===== src/rtl/sysmem_arbiter_if.sv =====
`default_nettype none
// ============================================================================
//  Module      : sysmem_arbiter_if
//  Description : Bundles the two native-interface requester ports and the
//                single-port system RAM port of the system memory arbiter.
//  Revision    : 1.0 - initial release
// ============================================================================
interface sysmem_arbiter_if #(
    parameter int ADDR_W = 10
);
    // Requester 0 (CPU)
    logic              m0_valid;
    logic [31:0]       m0_addr;
    logic [31:0]       m0_wdata;
    logic [3:0]        m0_wstrb;
    logic              m0_ready;
    logic [31:0]       m0_rdata;

    // Requester 1 (DMA / debug)
    logic              m1_valid;
    logic [31:0]       m1_addr;
    logic [31:0]       m1_wdata;
    logic [3:0]        m1_wstrb;
    logic              m1_ready;
    logic [31:0]       m1_rdata;

    // RAM port
    logic              ram_en;
    logic [ADDR_W-1:0] ram_addr;
    logic [31:0]       ram_wdata;
    logic [3:0]        ram_we;
    logic [31:0]       ram_rdata;

    // Status
    logic              busy;

    // Arbiter side
    modport slave (
        input  m0_valid, m0_addr, m0_wdata, m0_wstrb,
        output m0_ready, m0_rdata,
        input  m1_valid, m1_addr, m1_wdata, m1_wstrb,
        output m1_ready, m1_rdata,
        output ram_en, ram_addr, ram_wdata, ram_we,
        input  ram_rdata,
        output busy
    );

    // Environment side (requesters plus RAM)
    modport master (
        output m0_valid, m0_addr, m0_wdata, m0_wstrb,
        input  m0_ready, m0_rdata,
        output m1_valid, m1_addr, m1_wdata, m1_wstrb,
        input  m1_ready, m1_rdata,
        input  ram_en, ram_addr, ram_wdata, ram_we,
        output ram_rdata,
        input  busy
    );
endinterface
`default_nettype wire


===== src/rtl/sysmem_arbiter.sv =====
`default_nettype none
// ============================================================================
//  Module      : sysmem_arbiter
//  Description : Round-robin arbiter/sequencer putting two valid/ready
//                requesters onto one single-port synchronous RAM with a
//                1-cycle read latency. One transaction per grant, 4 cycles
//                per transaction; out-of-range addresses never touch the RAM.
//  Revision    : 1.0 - initial release
// ============================================================================
module sysmem_arbiter #(
    parameter int ADDR_W = 10
) (
    input  wire logic         clk,
    input  wire logic         resetn,
    sysmem_arbiter_if.slave   bus
);

    localparam logic [1:0] c_IDLE   = 2'd0;
    localparam logic [1:0] c_ACCESS = 2'd1;
    localparam logic [1:0] c_RESP   = 2'd2;
    localparam logic [1:0] c_DONE   = 2'd3;

    logic [1:0]  state_q,    state_d;
    logic        last_gnt_q, last_gnt_d;
    logic        gnt_q,      gnt_d;
    logic [31:2] addr_q,     addr_d;     // byte-lane bits are never needed
    logic [31:0] wdata_q,    wdata_d;
    logic [3:0]  wstrb_q,    wstrb_d;
    logic [31:0] rdata_q,    rdata_d;

    logic        w_winner;
    logic        w_in_range;

    // Byte-offset address bits carry no information for a word RAM.
    wire w_unused = &{1'b0, bus.m0_addr[1:0], bus.m1_addr[1:0]};

    // Addresses beyond the RAM complete as no-ops.
    assign w_in_range = (addr_q[31:ADDR_W+2] == '0);

    // Round-robin pick: a lone requester wins; on a tie the one not served last wins.
    always_comb begin
        if (bus.m0_valid && bus.m1_valid) begin
            w_winner = ~last_gnt_q;
        end else begin
            w_winner = bus.m1_valid;
        end
    end

    // Next-state and request-latch logic; requester inputs are only looked at in IDLE.
    always_comb begin
        state_d    = state_q;
        last_gnt_d = last_gnt_q;
        gnt_d      = gnt_q;
        addr_d     = addr_q;
        wdata_d    = wdata_q;
        wstrb_d    = wstrb_q;
        rdata_d    = rdata_q;
        case (state_q)
            c_IDLE: begin
                if (bus.m0_valid || bus.m1_valid) begin
                    gnt_d      = w_winner;
                    last_gnt_d = w_winner;
                    addr_d     = w_winner ? bus.m1_addr[31:2] : bus.m0_addr[31:2];
                    wdata_d    = w_winner ? bus.m1_wdata      : bus.m0_wdata;
                    wstrb_d    = w_winner ? bus.m1_wstrb      : bus.m0_wstrb;
                    state_d    = c_ACCESS;
                end
            end
            c_ACCESS: begin
                state_d = c_RESP;
            end
            c_RESP: begin
                rdata_d = (w_in_range && (wstrb_q == 4'b0000)) ? bus.ram_rdata : 32'h0;
                state_d = c_DONE;
            end
            default: begin
                state_d = c_IDLE;
            end
        endcase
    end

    // State and request registers; reset abandons any transaction in flight.
    always_ff @(posedge clk or negedge resetn) begin
        if (!resetn) begin
            state_q    <= c_IDLE;
            last_gnt_q <= 1'b1;
            gnt_q      <= 1'b0;
            addr_q     <= '0;
            wdata_q    <= '0;
            wstrb_q    <= '0;
            rdata_q    <= '0;
        end else begin
            state_q    <= state_d;
            last_gnt_q <= last_gnt_d;
            gnt_q      <= gnt_d;
            addr_q     <= addr_d;
            wdata_q    <= wdata_d;
            wstrb_q    <= wstrb_d;
            rdata_q    <= rdata_d;
        end
    end

    // RAM port is driven only during ACCESS and is quiet otherwise.
    always_comb begin
        bus.ram_en    = 1'b0;
        bus.ram_addr  = '0;
        bus.ram_wdata = '0;
        bus.ram_we    = 4'b0000;
        if (state_q == c_ACCESS) begin
            bus.ram_en    = w_in_range;
            bus.ram_addr  = addr_q[ADDR_W+1:2];
            bus.ram_wdata = wdata_q;
            bus.ram_we    = w_in_range ? wstrb_q : 4'b0000;
        end
    end

    // Completion pulse goes to the granted requester only; both see the read data.
    always_comb begin
        bus.m0_ready = (state_q == c_DONE) && !gnt_q;
        bus.m1_ready = (state_q == c_DONE) &&  gnt_q;
        bus.m0_rdata = rdata_q;
        bus.m1_rdata = rdata_q;
        bus.busy     = (state_q != c_IDLE);
    end

endmodule
`default_nettype wire


===== src/flat_wrapper.sv =====
// flat-port wrapper written by rule: the top's interface ports become plain ports
module sysmem_arbiter_flat 
#(
    parameter int ADDR_W = 10
)
  (clk, resetn, bus_m0_valid, bus_m0_addr, bus_m0_wdata, bus_m0_wstrb, bus_m0_ready, bus_m0_rdata, bus_m1_valid, bus_m1_addr, bus_m1_wdata, bus_m1_wstrb, bus_m1_ready, bus_m1_rdata, bus_ram_en, bus_ram_addr, bus_ram_wdata, bus_ram_we, bus_ram_rdata, bus_busy);
  sysmem_arbiter_if #(.ADDR_W(ADDR_W)) bus_i ();
  input  wire logic clk;
  input  wire logic resetn;
  input wire logic [$bits(bus_i.m0_valid)-1:0] bus_m0_valid;
  input wire logic [$bits(bus_i.m0_addr)-1:0] bus_m0_addr;
  input wire logic [$bits(bus_i.m0_wdata)-1:0] bus_m0_wdata;
  input wire logic [$bits(bus_i.m0_wstrb)-1:0] bus_m0_wstrb;
  output wire logic [$bits(bus_i.m0_ready)-1:0] bus_m0_ready;
  output wire logic [$bits(bus_i.m0_rdata)-1:0] bus_m0_rdata;
  input wire logic [$bits(bus_i.m1_valid)-1:0] bus_m1_valid;
  input wire logic [$bits(bus_i.m1_addr)-1:0] bus_m1_addr;
  input wire logic [$bits(bus_i.m1_wdata)-1:0] bus_m1_wdata;
  input wire logic [$bits(bus_i.m1_wstrb)-1:0] bus_m1_wstrb;
  output wire logic [$bits(bus_i.m1_ready)-1:0] bus_m1_ready;
  output wire logic [$bits(bus_i.m1_rdata)-1:0] bus_m1_rdata;
  output wire logic [$bits(bus_i.ram_en)-1:0] bus_ram_en;
  output wire logic [$bits(bus_i.ram_addr)-1:0] bus_ram_addr;
  output wire logic [$bits(bus_i.ram_wdata)-1:0] bus_ram_wdata;
  output wire logic [$bits(bus_i.ram_we)-1:0] bus_ram_we;
  input wire logic [$bits(bus_i.ram_rdata)-1:0] bus_ram_rdata;
  output wire logic [$bits(bus_i.busy)-1:0] bus_busy;
  assign bus_i.m0_valid = bus_m0_valid;
  assign bus_i.m0_addr = bus_m0_addr;
  assign bus_i.m0_wdata = bus_m0_wdata;
  assign bus_i.m0_wstrb = bus_m0_wstrb;
  assign bus_m0_ready = bus_i.m0_ready;
  assign bus_m0_rdata = bus_i.m0_rdata;
  assign bus_i.m1_valid = bus_m1_valid;
  assign bus_i.m1_addr = bus_m1_addr;
  assign bus_i.m1_wdata = bus_m1_wdata;
  assign bus_i.m1_wstrb = bus_m1_wstrb;
  assign bus_m1_ready = bus_i.m1_ready;
  assign bus_m1_rdata = bus_i.m1_rdata;
  assign bus_ram_en = bus_i.ram_en;
  assign bus_ram_addr = bus_i.ram_addr;
  assign bus_ram_wdata = bus_i.ram_wdata;
  assign bus_ram_we = bus_i.ram_we;
  assign bus_i.ram_rdata = bus_ram_rdata;
  assign bus_busy = bus_i.busy;
  sysmem_arbiter #(.ADDR_W(ADDR_W)) u_core (.clk(clk), .resetn(resetn), .bus(bus_i));
endmodule

===== config.mk =====
export PLATFORM = sky130hd
export DESIGN_NAME = sysmem_arbiter_flat
export DESIGN_NICKNAME = d
export VERILOG_FILES = /design/src/rtl/sysmem_arbiter_if.sv /design/src/rtl/sysmem_arbiter.sv /design/src/flat_wrapper.sv
export SDC_FILE = /design/constraint.sdc
export NUM_CORES = 1
export LEC_CHECK = 0
export ABC_AREA = 1
export CAP_MARGIN = 20
export CORE_AREA = 2 2 111 113
export DETAILED_ROUTE_END_ITERATION = 8
export DIE_AREA = 0 0 113 115
export DONT_BUFFER_PORTS = 1
export GPL_TIMING_DRIVEN = 0
export PLACE_DENSITY = 0.7
export SETUP_SLACK_MARGIN = 0.4
export SYNTH_ARGS = -nofsm -noshare
export SYNTH_HDL_FRONTEND = slang
export SYNTH_SLANG_ARGS = --single-unit

===== constraint.sdc =====
create_clock -name clk -period 2.61 [get_ports clk]
set_input_delay 0.522 -clock clk [delete_from_list [all_inputs] [get_ports clk]]
set_output_delay 0.522 -clock clk [all_outputs]
set_load 0.02 [all_outputs]

==> results.toml, run 1 <==
[finish]
syn2layout_area_growth_pct = 11.4
num-fill-cells = 1147
nets = 933
antenna_cells = 0
multi_input_area_mm2 = 0.00209
seqCellArea_mm2 = 0.00255
drive_gt1_share_pct = 15.1

[drt]
drt_iter0_drc = 399
wl_per_cell_um = 16.7
route.met3.wl_um = 1260
met1_length_um = 5940
viasPerCell = 5.22
ant_nets = 0
drc_errors = 20
top_layer = "met4"
vias = 4739
wirelength_um = 15100
route.met2.wl_um = 7630
dr.pass1.iters = 7

[synth]
synth_area_per_cell_um2 = 7.29
yosysWarnings = 0
syn_inst = 740
synth_cell_types = 19
yosysTopAreaCell = "dfrtp_1"
synth_top_cell_area_share_pct = 46.8
synth_area_mm2 = 0.00540
synthTopCellsByArea = "dfrtp_1 (47%), nand2_1 (18%), a31oi_1 (6.7%)"
synth_seq_cells = 102
ys_seq_area_share_pct = 47.3
synth_nets = 917

[global_routing]
track_usage_pct = 23.3
antenna_found_initial = 0
grt_pass1_vias = 4675
grt_start_max_net_pins = 103
grt_overflow = 0
grt_pass1_wl_um = 23600

[sta]
worst_pin_slew_ns = 0.708
relSlewSlack_pct = 52.4
fmax_mhz = 474
post-route-min-period_ns = 2.11
post-route-period-util_pct = 80.9
rsz0062_at_grt = "true"
hold_viol = 101
hold_ws_ns = -0.136
maxSlewViolCount = 0
setup_slack_ns = 0.500
setup_viol = 0
setup-tns-final_ns = 0
skew_ns = 0.00439

[clocking]
cts-buffers-inserted = 9
clkLatencyLatePin_ns = 0.35
clkTransAtPathRegs_ns = 0.07
cts.sink_count = 102
cts_tree = "done"
clk_path_buf_depth = 2
cts_max_level = 3
cts_root_buf = "clkbuf_16"

[setup_path]
crit_required_ns = 2.09
critPathCaptureType = "primary output"
cp.arrival_ns = 1.59
worst_setup_path_start_kind = "register"
r2r_slack_ns = 0.65
r2r_end = "u_core.wstrb_q[2]$_DFFE_PN0P_"
critPathKind = "register to primary output"
reg2reg_from = "u_core.state_q[0]$_DFFE_PN0P_"
worst_r2r_path_depth = 8
worstPathMaxFanout = 5

[power]
sw_frac_of_total_pct = 42.5
ir_drop_mv = 0.563
p_switching_w = 0.00282
seqPwrFrac_pct = 36.7
internal_power_w = 0.00382
power_density_mw_per_mm2 = 1100
clkPwrFrac_pct = 20.7
p_leak_nw = 3.40
comb_power_share_pct = 42.6
finalPower_w = 0.00664

[floorplan]
num_io_pins = 286
die_area_mm2 = 0.0130
die_w_um = 113
fp.dieH_um = 115
rows = 40
start_util_pct = 45.7
core-area_mm2 = 0.0118

[worst_hold_path]
hold_path.class = "primary input to async pin"

[outcome]
violations = "DRC, hold timing"
status = "finished with violations"

[placement]
portBuffers = 0
gp_congestion = 0.892
place_ws_ns = 0.235
hpwl_um = 11400

[flow_run]
drv_cap = 0
==> placed cells by master, fill, tap and decap left out, drive strengths merged <==
cell,count
clkbuf,33
dfstp,1
nand4,1
o22ai,8
dfrtp,101
bufinv,1
o21ai,11
buf,62
nor2,83
clkinv,3
a31oi,58
nor4,1
nand3,33
ha,5
a21oi,2
nand2,263
a221oi,1
inv,94
==> per-layer routing <==
layer	vias to the layer above	global-route usage [%]
met5	-	0
met4	0	8.94
met2	232	40.8
met3	19	5.01
met1	2199	28.2
li1	2289	-
==> cells by family after synthesis <==
| group | after synthesis | share of synthesized area [%] |
|---|---|---|
| flops | 102 | 47.3 |
| simple gates | 381 | 27.5 |
| buf+inv | 172 | 14.7 |
| compound gates | 80 | 9.30 |
| fa+ha+maj | 5 | 1.16 |
==> sequential cells by signal, summed over array words and instances, names as in the netlist <==
signal               flops
u_core.gnt_q             1
u_core.addr_q           30
u_core.bus.m0_rdata     32
u_core.last_gnt_q        1
u_core.state_q           2
u_core.wstrb_q           4
u_core.wdata_q          32
==> worst max-delay path by stage <==
| stage | from | endpoint | slack (ns) |
|---|---|---|---|
| final | u_core.addr_q[29]$_DFFE_PN0P_ | bus_ram_we[2] | 0.50 |
| after global routing | u_core.addr_q[20]$_DFFE_PN0P_ | bus_ram_we[2] | 0.39 |
| after CTS | u_core.state_q[1]$_DFFE_PN0P_ | bus_ram_wdata[14] | 0.37 |
| after detailed placement | u_core.state_q[1]$_DFFE_PN0P_ | bus_ram_wdata[1] | 0.23 |
| after global placement | u_core.state_q[1]$_DFFE_PN0P_ | bus_ram_wdata[5] | 0.28 |
| after floorplan | u_core.state_q[1]$_DFFE_PN0P_ | bus_ram_addr[2] | 0.78 |
==> timing repair <==
action / in CTS / in global routing
pin swaps: 1 / 4
hold endpoints to repair: 101 / 101
buffers inserted: 1 / 4
endpoints found under the setup margin: 55 / 73
resized for setup: 30 / 24
==> layout make-up <==
class	instances	area share (%)
Sequential cell	102	42.5
Timing Repair Buffer	5	0.624
Multi-Input combinational cell	466	34.8
Clock inverter	4	0.749
Inverter	94	5.87
Tap cell	147	3.06
Clock buffer	12	4.27
Buffer	78	8.14
==> critical path, stage by stage, from the launching register on <==
cell     delay (ns)
dfrtp_1        0.37
inv_1          0.07
nand2_1        0.06
nor2_2         0.15
nand2_1        0.12
nor2_4         0.14
nand2_4        0.12
nor2_4         0.20
==> per-stage QoR <==
stage / cells / utilization (%) / area, µm²
2_1_floorplan: 740 / - / 5400
3_3_place_gp: 887 / 47.3 / 5580
3_5_place_dp: 887 / 47.3 / 5580
4_1_cts: 904 / 50.5 / 5970
5_1_grt: 908 / 50.9 / 6010
6_report: 908 / 50.9 / 6010
==> power groups by stage <==
| stage | combinational [W] | sequential, W | clock, W |
|---|---|---|---|
| 2_1_floorplan | 0.00210 | 0.00239 | 0 |
| 3_3_place_gp | 0.00262 | 0.00244 | 0 |
| 3_5_place_dp | 0.00268 | 0.00247 | 0 |
| 4_1_cts | 0.00277 | 0.00244 | 0.00140 |
| 5_1_grt | 0.00319 | 0.00250 | 0.00146 |
| 6_report | 0.00283 | 0.00244 | 0.00137 |
==> cells in the mapped netlist, drive strengths merged <==
master and instances:
a21oi 2, a221oi 1, a31oi 58, buf 55, clkbuf 23, dfrtp 101, dfstp 1, ha 5
inv 94, nand2 263, nand3 33, nand4 1, nor2 83, nor4 1, o21ai 11, o22ai 8
(Power assumes the default switching activity.)
==> inputs of run 2 (changes only) <==
PLACE_DENSITY = 0.72   (was 0.7)
clock period = 1.81 ns   (was 2.61 ns; I/O delays follow)
==> run 2 against run 1 <==
  * First-iteration DRC count down 16%
  * Sequential power up 64%
  * Wire length up 21%
  * The flow finishes with violations (DRC, hold timing, setup timing)
  * Largest cell class is now multi-input gates
  * Flip-flop and latch count unchanged
==> results.toml, run 2 (synthesis results as in run 1) <==
[sta]
setup_slack_ns = -0.182
rsz0062_at_grt = "true"
hold_viol = 102
worst_pin_slew_ns = 0.463
setup-tns-final_ns = -2.85
hold_ws_ns = -0.296
fmax_mhz = 502
setup_viol = 71
skew_ns = 0.00927
maxSlewViolCount = 0
relSlewSlack_pct = 69.2
post-route-period-util_pct = 110
post-route-min-period_ns = 1.99

[finish]
final_cell_mix = "nand2_1 (218), dfrtp_1 (75), inv_1 (44)"
multi_input_area_mm2 = 0.00300
drive_gt1_share_pct = 42.3
num-fill-cells = 900
antenna_cells = 0
nets = 975
final_common_cell = "nand2_1"
seqCellArea_mm2 = 0.00259
syn2layout_area_growth_pct = 50.5

[setup_path]
crit_required_ns = 1.45
critPathCaptureType = "primary output"
worstPathCellList = "nor2_1 -> nand2_1 -> nor2_1 -> nand2_1 -> nor2_4 -> nand2_4 -> nor2_4"
r2r_end = "u_core.wdata_q[12]$_DFFE_PN0P_"
r2r_slack_ns = -0.08
cp.arrival_ns = 1.63
reg2reg_from = "u_core.state_q[1]$_DFFE_PN0P_"
cp_slowest_stage_delay_ns = 0.41
worst_r2r_path_depth = 12
critPathKind = "register to primary output"
worstPathMaxFanout = 5
cpMaxStageDelayCell = "dfrtp_1"
worst_setup_path_start_kind = "register"

[global_routing]
track_usage_pct = 26.3
antenna_found_initial = 0
grt_pass1_vias = 4969
grt_overflow = 0
grt_start_max_net_pins = 103
grt_pass1_wl_um = 26200

[drt]
met1_length_um = 6700
wirelength_um = 18300
dr.pass1.iters = 7
vias = 5136
route.met3.wl_um = 1430
drc_errors = 20
wl_per_cell_um = 19.2
viasPerCell = 5.41
drt_iter0_drc = 335
ant_nets = 0
route.met2.wl_um = 9590
top_layer = "met4"

[clocking]
clkLatencyLatePin_ns = 0.35
cts_max_level = 3
cts-buffers-inserted = 9
cts_tree = "done"
clkTransAtPathRegs_ns = 0.07
clk_path_buf_depth = 2
cts.sink_count = 102
cts_root_buf = "clkbuf_16"

[placement]
portBuffers = 0
gp_congestion = 0.823
hpwl_um = 11400

[power]
p_switching_w = 0.00611
seqPwrFrac_pct = 28.1
clkPwrFrac_pct = 14.1
internal_power_w = 0.00811
ir_drop_mv = 1.05
comb_power_share_pct = 57.8
sw_frac_of_total_pct = 43.0
power_density_mw_per_mm2 = 1750
p_leak_nw = 4.09

[floorplan]
num_io_pins = 286
rows = 40
fp.dieH_um = 115
core-area_mm2 = 0.0118
start_util_pct = 45.7
die_w_um = 113
die_area_mm2 = 0.0130

[worst_hold_path]
hold_path.class = "primary input to async pin"

[flow_run]
drv_cap = 0

[outcome]
violations = "DRC, hold timing, setup timing"
status = "finished with violations"
run 2: cell count changes in the layout (fill, tap and decap cells not counted), sizes merged:
cell,before,now
buf,62,98
clkbuf,33,39
clkinv,3,2
run 2: power by group through the flow:
stage | combinational, W | sequential, W | clock [W]
after floorplan | 0.00333 | 0.00345 | 0
after global placement | 0.00411 | 0.00351 | 0
after detailed placement | 0.00415 | 0.00355 | 0
after CTS | 0.00722 | 0.00383 | 0.00204
after global routing | 0.00874 | 0.00405 | 0.00213
final | 0.00822 | 0.00399 | 0.00201
run 2: metal layers:
| layer | vias to the layer above | GRT usage (%) |
|---|---|---|
| met5 | - | 0 |
| met4 | 0 | 10.9 |
| met3 | 38 | 6.64 |
| met2 | 249 | 47.5 |
| met1 | 2461 | 29.7 |
| li1 | 2388 | - |
run 2: layout make-up:
cell class,count,area share (%)
well taps,147,2.26
multi-input cells,466,37.0
inverters,94,6.04
plain buffers,78,9.26
clock inverters,3,0.539
repair buffers,47,9.95
clock buffers,12,3.16
flip-flops and latches,102,31.8
run 2: metrics by stage:
step                utilization, %  worst slack [ns]  total power (W)  std cells  area (µm²)
finish                        68.8            -0.182           0.0142        949        8120
global route                  68.8            -0.268           0.0149        949        8120
CTS                           64.7            -0.164           0.0131        943        7640
detailed placement            48.3         -0.000603          0.00770        887        5710
global placement              48.3           -0.0113          0.00763        887        5710
floorplan                        -             0.374          0.00678        740        5520
run 2: worst max-delay path by stage:
stage / endpoint / from / cells past startpoint
3_5_place_dp: u_core.wstrb_q[2]$_DFFE_PN0P_ / u_core.state_q[0]$_DFFE_PN0P_ / 7
4_1_cts: bus_ram_we[2] / u_core.addr_q[21]$_DFFE_PN0P_ / 7
3_3_place_gp: u_core.wstrb_q[0]$_DFFE_PN0P_ / u_core.state_q[0]$_DFFE_PN0P_ / 7
2_1_floorplan: bus_ram_we[0] / u_core.addr_q[27]$_DFFE_PN0P_ / 7
6_report: bus_ram_we[2] / u_core.addr_q[27]$_DFFE_PN0P_ / 7
5_1_grt: bus_ram_we[2] / u_core.addr_q[27]$_DFFE_PN0P_ / 7
run 2: what timing repair did:
action                                  CTS  global route
pin swaps                                66            16
endpoints found under the hold margin   102           102
gates resized for setup                 288            93
setup buffers                            20             5
gates cloned                             21             1
endpoints found under the setup margin  163           165
run 2: worst max-delay path, delay by kind of cell (launching register included):
kind             cells  cell delay, ns
flip-flops           1            0.41
AND/OR/NAND/NOR      7            0.86
==> inputs of run 3 (changes only) <==
ABC_CLOCK_PERIOD_IN_PS = 1810   (was unset)
==> results of run 3 <==
Final layout, timing and power as in run 2 (identical DEF).
